===== src/rtl/vga_sync_core.sv =====
// VGA sync core: pixel-clock divider, x/y raster counters, and a delay-matched
// sync/blanking path so that hsync, vsync and rgb leave the block aligned with
// a pixel source that needs PIPE_DLY clocks to answer for a given x/y.
//
// Pixel source contract: si_rgb is sampled on every clk with no handshake.
// The value present PIPE_DLY clks after x/y changes is taken as the pixel for
// that position. Pixels arriving outside the visible area are discarded.
module vga_sync_core #(
  parameter int CLK_DIV   = 4,
  parameter int H_DISPLAY = 640,
  parameter int H_FP      = 16,
  parameter int H_SYNC    = 96,
  parameter int H_BP      = 48,
  parameter int V_DISPLAY = 480,
  parameter int V_FP      = 10,
  parameter int V_SYNC    = 2,
  parameter int V_BP      = 33,
  parameter int PIPE_DLY  = 2
) (
  input  logic        clk,
  input  logic        reset_n,
  input  logic [11:0] si_rgb,
  output logic [10:0] x,
  output logic [10:0] y,
  output logic        p_tick,
  output logic        frame_start,
  output logic        hsync,
  output logic        vsync,
  output logic [11:0] rgb
);

  localparam int DIV_W = (CLK_DIV > 1) ? $clog2(CLK_DIV) : 1;
  localparam logic [DIV_W-1:0] DIV_LAST = DIV_W'(CLK_DIV - 1);

  localparam logic [10:0] H_LAST     = 11'(H_DISPLAY + H_FP + H_SYNC + H_BP - 1);
  localparam logic [10:0] H_ACT      = 11'(H_DISPLAY);
  localparam logic [10:0] HS_START   = 11'(H_DISPLAY + H_FP);
  localparam logic [10:0] HS_END     = 11'(H_DISPLAY + H_FP + H_SYNC);
  localparam logic [10:0] V_LAST     = 11'(V_DISPLAY + V_FP + V_SYNC + V_BP - 1);
  localparam logic [10:0] V_ACT      = 11'(V_DISPLAY);
  localparam logic [10:0] VS_START   = 11'(V_DISPLAY + V_FP);
  localparam logic [10:0] VS_END     = 11'(V_DISPLAY + V_FP + V_SYNC);

  logic [DIV_W-1:0] r_div;
  logic [10:0]      r_x;
  logic [10:0]      r_y;
  logic             w_tick;
  logic             w_x_wrap;
  logic [2:0]       w_raw;   // {h_sync_raw, v_sync_raw, video_on}
  logic [2:0]       w_dly;   // w_raw after PIPE_DLY clks
  logic             r_hsync;
  logic             r_vsync;
  logic [11:0]      r_rgb;

  assign w_tick   = (r_div == DIV_LAST);
  assign w_x_wrap = w_tick && (r_x == H_LAST);

  // Pixel-clock divider: counts 0..CLK_DIV-1, restarting after the tick clk.
  always_ff @(posedge clk or negedge reset_n) begin
    if (!reset_n) begin
      r_div <= '0;
    end else if (w_tick) begin
      r_div <= '0;
    end else begin
      r_div <= r_div + 1'b1;
    end
  end

  // Horizontal counter: one step per pixel tick, wraps at the end of the line.
  always_ff @(posedge clk or negedge reset_n) begin
    if (!reset_n) begin
      r_x <= '0;
    end else if (w_tick) begin
      r_x <= (r_x == H_LAST) ? 11'd0 : r_x + 11'd1;
    end
  end

  // Vertical counter: steps only on the tick that wraps x, wraps at frame end.
  always_ff @(posedge clk or negedge reset_n) begin
    if (!reset_n) begin
      r_y <= '0;
    end else if (w_x_wrap) begin
      r_y <= (r_y == V_LAST) ? 11'd0 : r_y + 11'd1;
    end
  end

  // Strobes are masked while reset is held so a reset counter state of zero
  // does not look like a tick or a frame start.
  assign x           = r_x;
  assign y           = r_y;
  assign p_tick      = reset_n & w_tick;
  assign frame_start = reset_n & (r_div == '0) & (r_x == 11'd0) & (r_y == 11'd0);

  // Raw timing decode straight from the counters.
  assign w_raw[2] = (r_x >= HS_START) && (r_x < HS_END);
  assign w_raw[1] = (r_y >= VS_START) && (r_y < VS_END);
  assign w_raw[0] = (r_x < H_ACT) && (r_y < V_ACT);

  generate
    if (PIPE_DLY > 0) begin : g_pipe
      logic [2:0] r_pipe [PIPE_DLY];

      // Alignment shift register matching the pixel source latency.
      always_ff @(posedge clk or negedge reset_n) begin
        if (!reset_n) begin
          for (int i = 0; i < PIPE_DLY; i++) begin
            r_pipe[i] <= '0;
          end
        end else begin
          r_pipe[0] <= w_raw;
          for (int i = 1; i < PIPE_DLY; i++) begin
            r_pipe[i] <= r_pipe[i-1];
          end
        end
      end

      assign w_dly = r_pipe[PIPE_DLY-1];
    end else begin : g_bypass
      assign w_dly = w_raw;
    end
  endgenerate

  // Output register: sync polarity inversion and blanking of the pixel data.
  always_ff @(posedge clk or negedge reset_n) begin
    if (!reset_n) begin
      r_hsync <= 1'b1;
      r_vsync <= 1'b1;
      r_rgb   <= 12'h000;
    end else begin
      r_hsync <= ~w_dly[2];
      r_vsync <= ~w_dly[1];
      r_rgb   <= w_dly[0] ? si_rgb : 12'h000;
    end
  end

  assign hsync = r_hsync;
  assign vsync = r_vsync;
  assign rgb   = r_rgb;

endmodule


===== config.mk =====
export PLATFORM = sky130hd
export DESIGN_NAME = vga_sync_core
export DESIGN_NICKNAME = d
export VERILOG_FILES = /design/src/rtl/vga_sync_core.sv
export SDC_FILE = /design/constraint.sdc
export NUM_CORES = 1
export LEC_CHECK = 0
export CORE_ASPECT_RATIO = 1.75
export CORE_MARGIN = 1
export CORE_UTILIZATION = 45
export CTS_CLUSTER_SIZE = 16
export DETAILED_ROUTE_END_ITERATION = 10
export PLACE_DENSITY_LB_ADDON = 0.1
export SLEW_MARGIN = 5
export SYNTH_ARGS = -nofsm -noshare
export SYNTH_HDL_FRONTEND = slang
export SYNTH_SLANG_ARGS = --single-unit

===== constraint.sdc =====
create_clock -name clk -period 2.2 [get_ports clk]
set_input_delay 0.44 -clock clk [delete_from_list [all_inputs] [get_ports clk]]
set_output_delay 0.44 -clock clk [all_outputs]
set_load 0.03 [all_outputs]

Yosys cells after proc, flatten, opt, wreduce, memory -nomap -nowiden
Index checks and enable logic that the tools add are counted.

cells by class
  equal/unequal tests = 3
  magnitude comparators = 6
  multiplexer cells = 4
  add/sub/neg operators = 3
  bitwise logic cells = 6
  reductions and logical operators = 7

operator list
  operator               number
  $add 11x1->11 const B  2
  $eq 11x10->1 const B   2
  $logic_not 11->1       2
  $lt 11x10->1 const B   2
  $lt 11x9->1 const B    2
  $mux 11                2
  $mux 12                1
  $ge 11x10->1 const B   1
  $ge 11x9->1 const B    1
  $and 1x1->1            4
  $logic_and 1x1->1      4
  $add 2x1->2 const B    1
  $eq 2x2->1 const B     1
  $logic_not 2->1        1
  $mux 2                 1
  $not 1->1              2

word-level totals
  word-level logic and storage cells = 37
  output and inout port bits = 38
  register bits = 44
  input port bits = 14

Logic depth before layout (Yosys ltp)
  word-level depth = 4
  mapped depth = 7
  mapped depth without buffers = 6

Worst setup path after synthesis
No wires, ideal clock.

  kind = flip-flop to output port
  start = register r_y[6], in the netlist y[6]
  end = output port frame_start
  path slack = 0.037 ns
  arrival time = 1.723 ns
  cell stages (with the launch flop) = 4
  required time = 1.760 ns
  buffers on the path = 0
  cell sequence = dfrtp_1 > nor4_1 > nand4_1 > nor3_1

between the ends
  cells in the longest elaborated chain, start to end = 2

ends and longest elaborated chain
  element                   RTL line  source
  start: declaration        46        logic [10:0] r_y;
  start signal: assignment  83        r_y <= (r_y == V_LAST) ? 11'd0 : r_y + 11'd1;
  $logic_not 11->1          92        assign frame_start = reset_n & (r_div == '0) & (r_x == 11'd0) & (r_y == 11'd0);
  $and 1x1->1               92
  end: declaration          26        output logic frame_start,

Every way passes these cells.

Final worst setup path
  start = input port reset_n
  end = output port frame_start

between the ends
  cells in the longest elaborated chain, start to end = 3

ends and longest elaborated chain
  element                   RTL line  source
  start: declaration        21        input logic reset_n,
  $and 1x1->1 (3 in a row)  92

Every way passes these cells.

==> results.cfg <==
[timing]
max_slew_margin = 0.621
setup_viol = 0
layout_setup_ws_ps = 116
worstMarginPinSlew_ps = 563
period_minus_slack_ps = 2080
fin_setup_tns_ps = 0
finClkSkew_ps = 8.57
hold_viol_final = 0
fmax_mhz = 480
drv_slew = 0
rsz0062_at_grt = no
finalCritPeriodShare = 0.947

[clock_tree]
htree_levels = 2
clockRootBuffer = clkbuf_8
cts_buffers = 5
clk_latency_ps = 300
cts.sinks = 44
clockBufferDepth = 2
cts.reportedPaths.clkPinSlew_ps = 80
postCtsSetupBuffers = 0
cts_tree = done

[pwr]
ir_drop_v = 0.000652
power_density_nw_per_um2 = 537
power_mw = 1.43
leakage_nw = 1.15

[global_routing]
grt_pass1_wl_um = 7130
grt_pass1_vias = 1527
top_usage_layer = met2
grt_use_met3 = 0.0464
grt_max_degree = 41
grt_overflow_total = 0
grt_antenna_before_repair = 0
grt_usage = 0.212
use_met1 = 0.246
met2_usage = 0.362

[layout]
area_delta_synth_final_pct = 38.2
design_area_um2 = 2670
fin_nets = 262
drive_above_1_share = 0.132
antennaDiodeCount = 0
fin_util = 0.650

[placement]
dp_hpwl_um = 3280
postPlaceCellArea_um2 = 2550
numPortBuffers = 51
gp_congestion = 0.866
pre_cts_ws_ps = 142

[min_path]
hold_class = reg -> reg

[worst_setup_path]
cp.arrival_ps = 1640
crit_type = in -> out
path_cells = dlygate4sd3_1 -> clkbuf_4 -> nand4b_1 -> nor3_1 -> buf_4
required_ps = 1760
worst_path_dominant_cell_family = buffers and inverters
path_buf_inv = 3
crit_slowest_cell = dlygate4sd3_1
startpoint_type = input port
slowest_delay_ps = 530
crit_fanout = 7
cp-end-kind = primary output

[synthesis]
syn_area_um2 = 1930
async_flop_share = 1.00
synth_nets = 197
ys_seq_area_frac = 0.571
yosysWarnings = 0
yosys_most_used_dff = dfrtp_1
syn_area_per_cell_um2 = 11.0
yosysTopAreaCell = dfrtp_1
synthTopCellsByArea = dfrtp_1 (54%), ha_1 (4.5%), and2_1 (4.2%)
synth_cells = 176
synth-edff-count = 0
yosysUniqueCellTypes = 41
ys_seq_elements = 44
synth_top_area_share = 0.544

[die]
dieArea_um2 = 4570
core_region_area_um2 = 4110
die_x_um = 51.5
die_h_um = 88.7
initial_core_util = 0.470
io_pins = 52
rows = 31

[status]
status = complete, no violations

[route]
wl_um = 4440
drc = 0
firstDrtPassIters = 4
ant_nets = 0
drt-initial-drc-count = 33
num_vias = 1565
wire_per_inst_um = 15.3
viasPerCell = 5.38

[run]
drv_cap = 0
final timing paths:
kind	endpoint	from	slack [ps]	cells after the start
hold / removal	w_dly[1]	g_pipe.r_pipe[4]	350	0
hold reg to reg	w_dly[1]	g_pipe.r_pipe[4]	350	0
setup reg to reg	y[9]	x[6]	120	4
max in group asynchronous	y[0]	reset_n	950	3
setup / recovery	frame_start	reset_n	120	5
min in group asynchronous	x[2]	reset_n	530	2
cells by family after synthesis:
family / after synthesis / synth area share
and+or+nand+nor: 76 / 0.225
DFF: 44 / 0.571
AOI/OAI and AO/OA: 24 / 0.0835
buffers and inverters: 16 / 0.0330
xor gates and xnor gates: 8 / 0.0362
adders and majority gates: 7 / 0.0453
muxes: 1 / 0.00582
report_power, final:
part / internal (mW) / switching, mW / leakage [nW]
Combinational: 0.0460 / 0.0491 / 0.553
Clock: 0.255 / 0.263 / 0.0445
Sequential: 0.819 / 0.00277 / 0.554
cells in the final DEF, fill, tap and decap left out, types with 2 or more instances in the layout:
| cell type | instances |
|---|---|
| buf_4 | 13 |
| nand3_1 | 11 |
| clkbuf_8 | 6 |
| ha_1 | 7 |
| nor2_1 | 9 |
| o21ai_0 | 9 |
| nand4_1 | 6 |
| nand2b_1 | 2 |
| dfstp_2 | 2 |
| nand2_1 | 9 |
| inv_1 | 11 |
| and3_1 | 5 |
| clkdlybuf4s50_1 | 48 |
| and2_1 | 13 |
| nor3_1 | 5 |
| dfrtp_1 | 41 |
| o211ai_1 | 2 |
| nor4_1 | 3 |
| xnor2_1 | 4 |
| xor2_1 | 4 |
| and4_1 | 2 |
| o31ai_1 | 3 |
| a21oi_1 | 3 |
final cells by class:
class                           instances  area (um^2)
Clock buffer                            7         86.3
Clock inverter                          1         7.51
Fill cell                             340         1440
Inverter                               11         41.3
Multi-Input combinational cell        116          774
Sequential cell                        44         1100
Tap cell                               49         61.3
Timing Repair Buffer                   63          596
state kept, by name, summed over array words and instances (netlist names):
signal	flops
rgb	12
x	11
y	11
g_pipe.r_pipe	3
w_dly	3
r_div	2
hsync	1
vsync	1
through the flow:
step	hold slack (ps)	std cells
global route	358	291
floorplan	144	176
CTS	358	291
global placement	289	282
finish	351	291
detailed placement	293	282
synthesized netlist by cell type (2+ instances only):
master and instances:
nand2b_1 2, and3_1 5, and4_1 2, nand4_1 6
dfstp_2 2, nand3_1 11, o21ai_0 9, o211ai_1 2
clkbuf_1 2, a21oi_1 3, nand2_1 9, nor2_1 9
buf_2 2, nor4_1 4, o31ai_1 3, dfrtp_1 42
xor2_1 4, and2_1 13, xnor2_1 4, nor3_1 5
inv_1 11, ha_1 7
routing by layer:
metal / up-vias / part of all wire
met5: - / 0
met4: 0 / 0.021
met3: 8 / 0.050
met2: 55 / 0.52
met1: 758 / 0.40
li1: 744 / -
worst reg2reg max path, delay by kind of cell (launching register included):
family / cells / cell delay, ps
and+or+nand+nor: 2 / 1080
DFF: 1 / 450
AOI/OAI and AO/OA: 2 / 470
what timing repair did:
action | CTS | global route
setup endpoints to repair | 0 | 1
endpoints found under the hold margin | 4 | 0
gates resized for setup | 0 | 4
hold buffers | 1 | 0
Power figures use the tool's default switching activity.
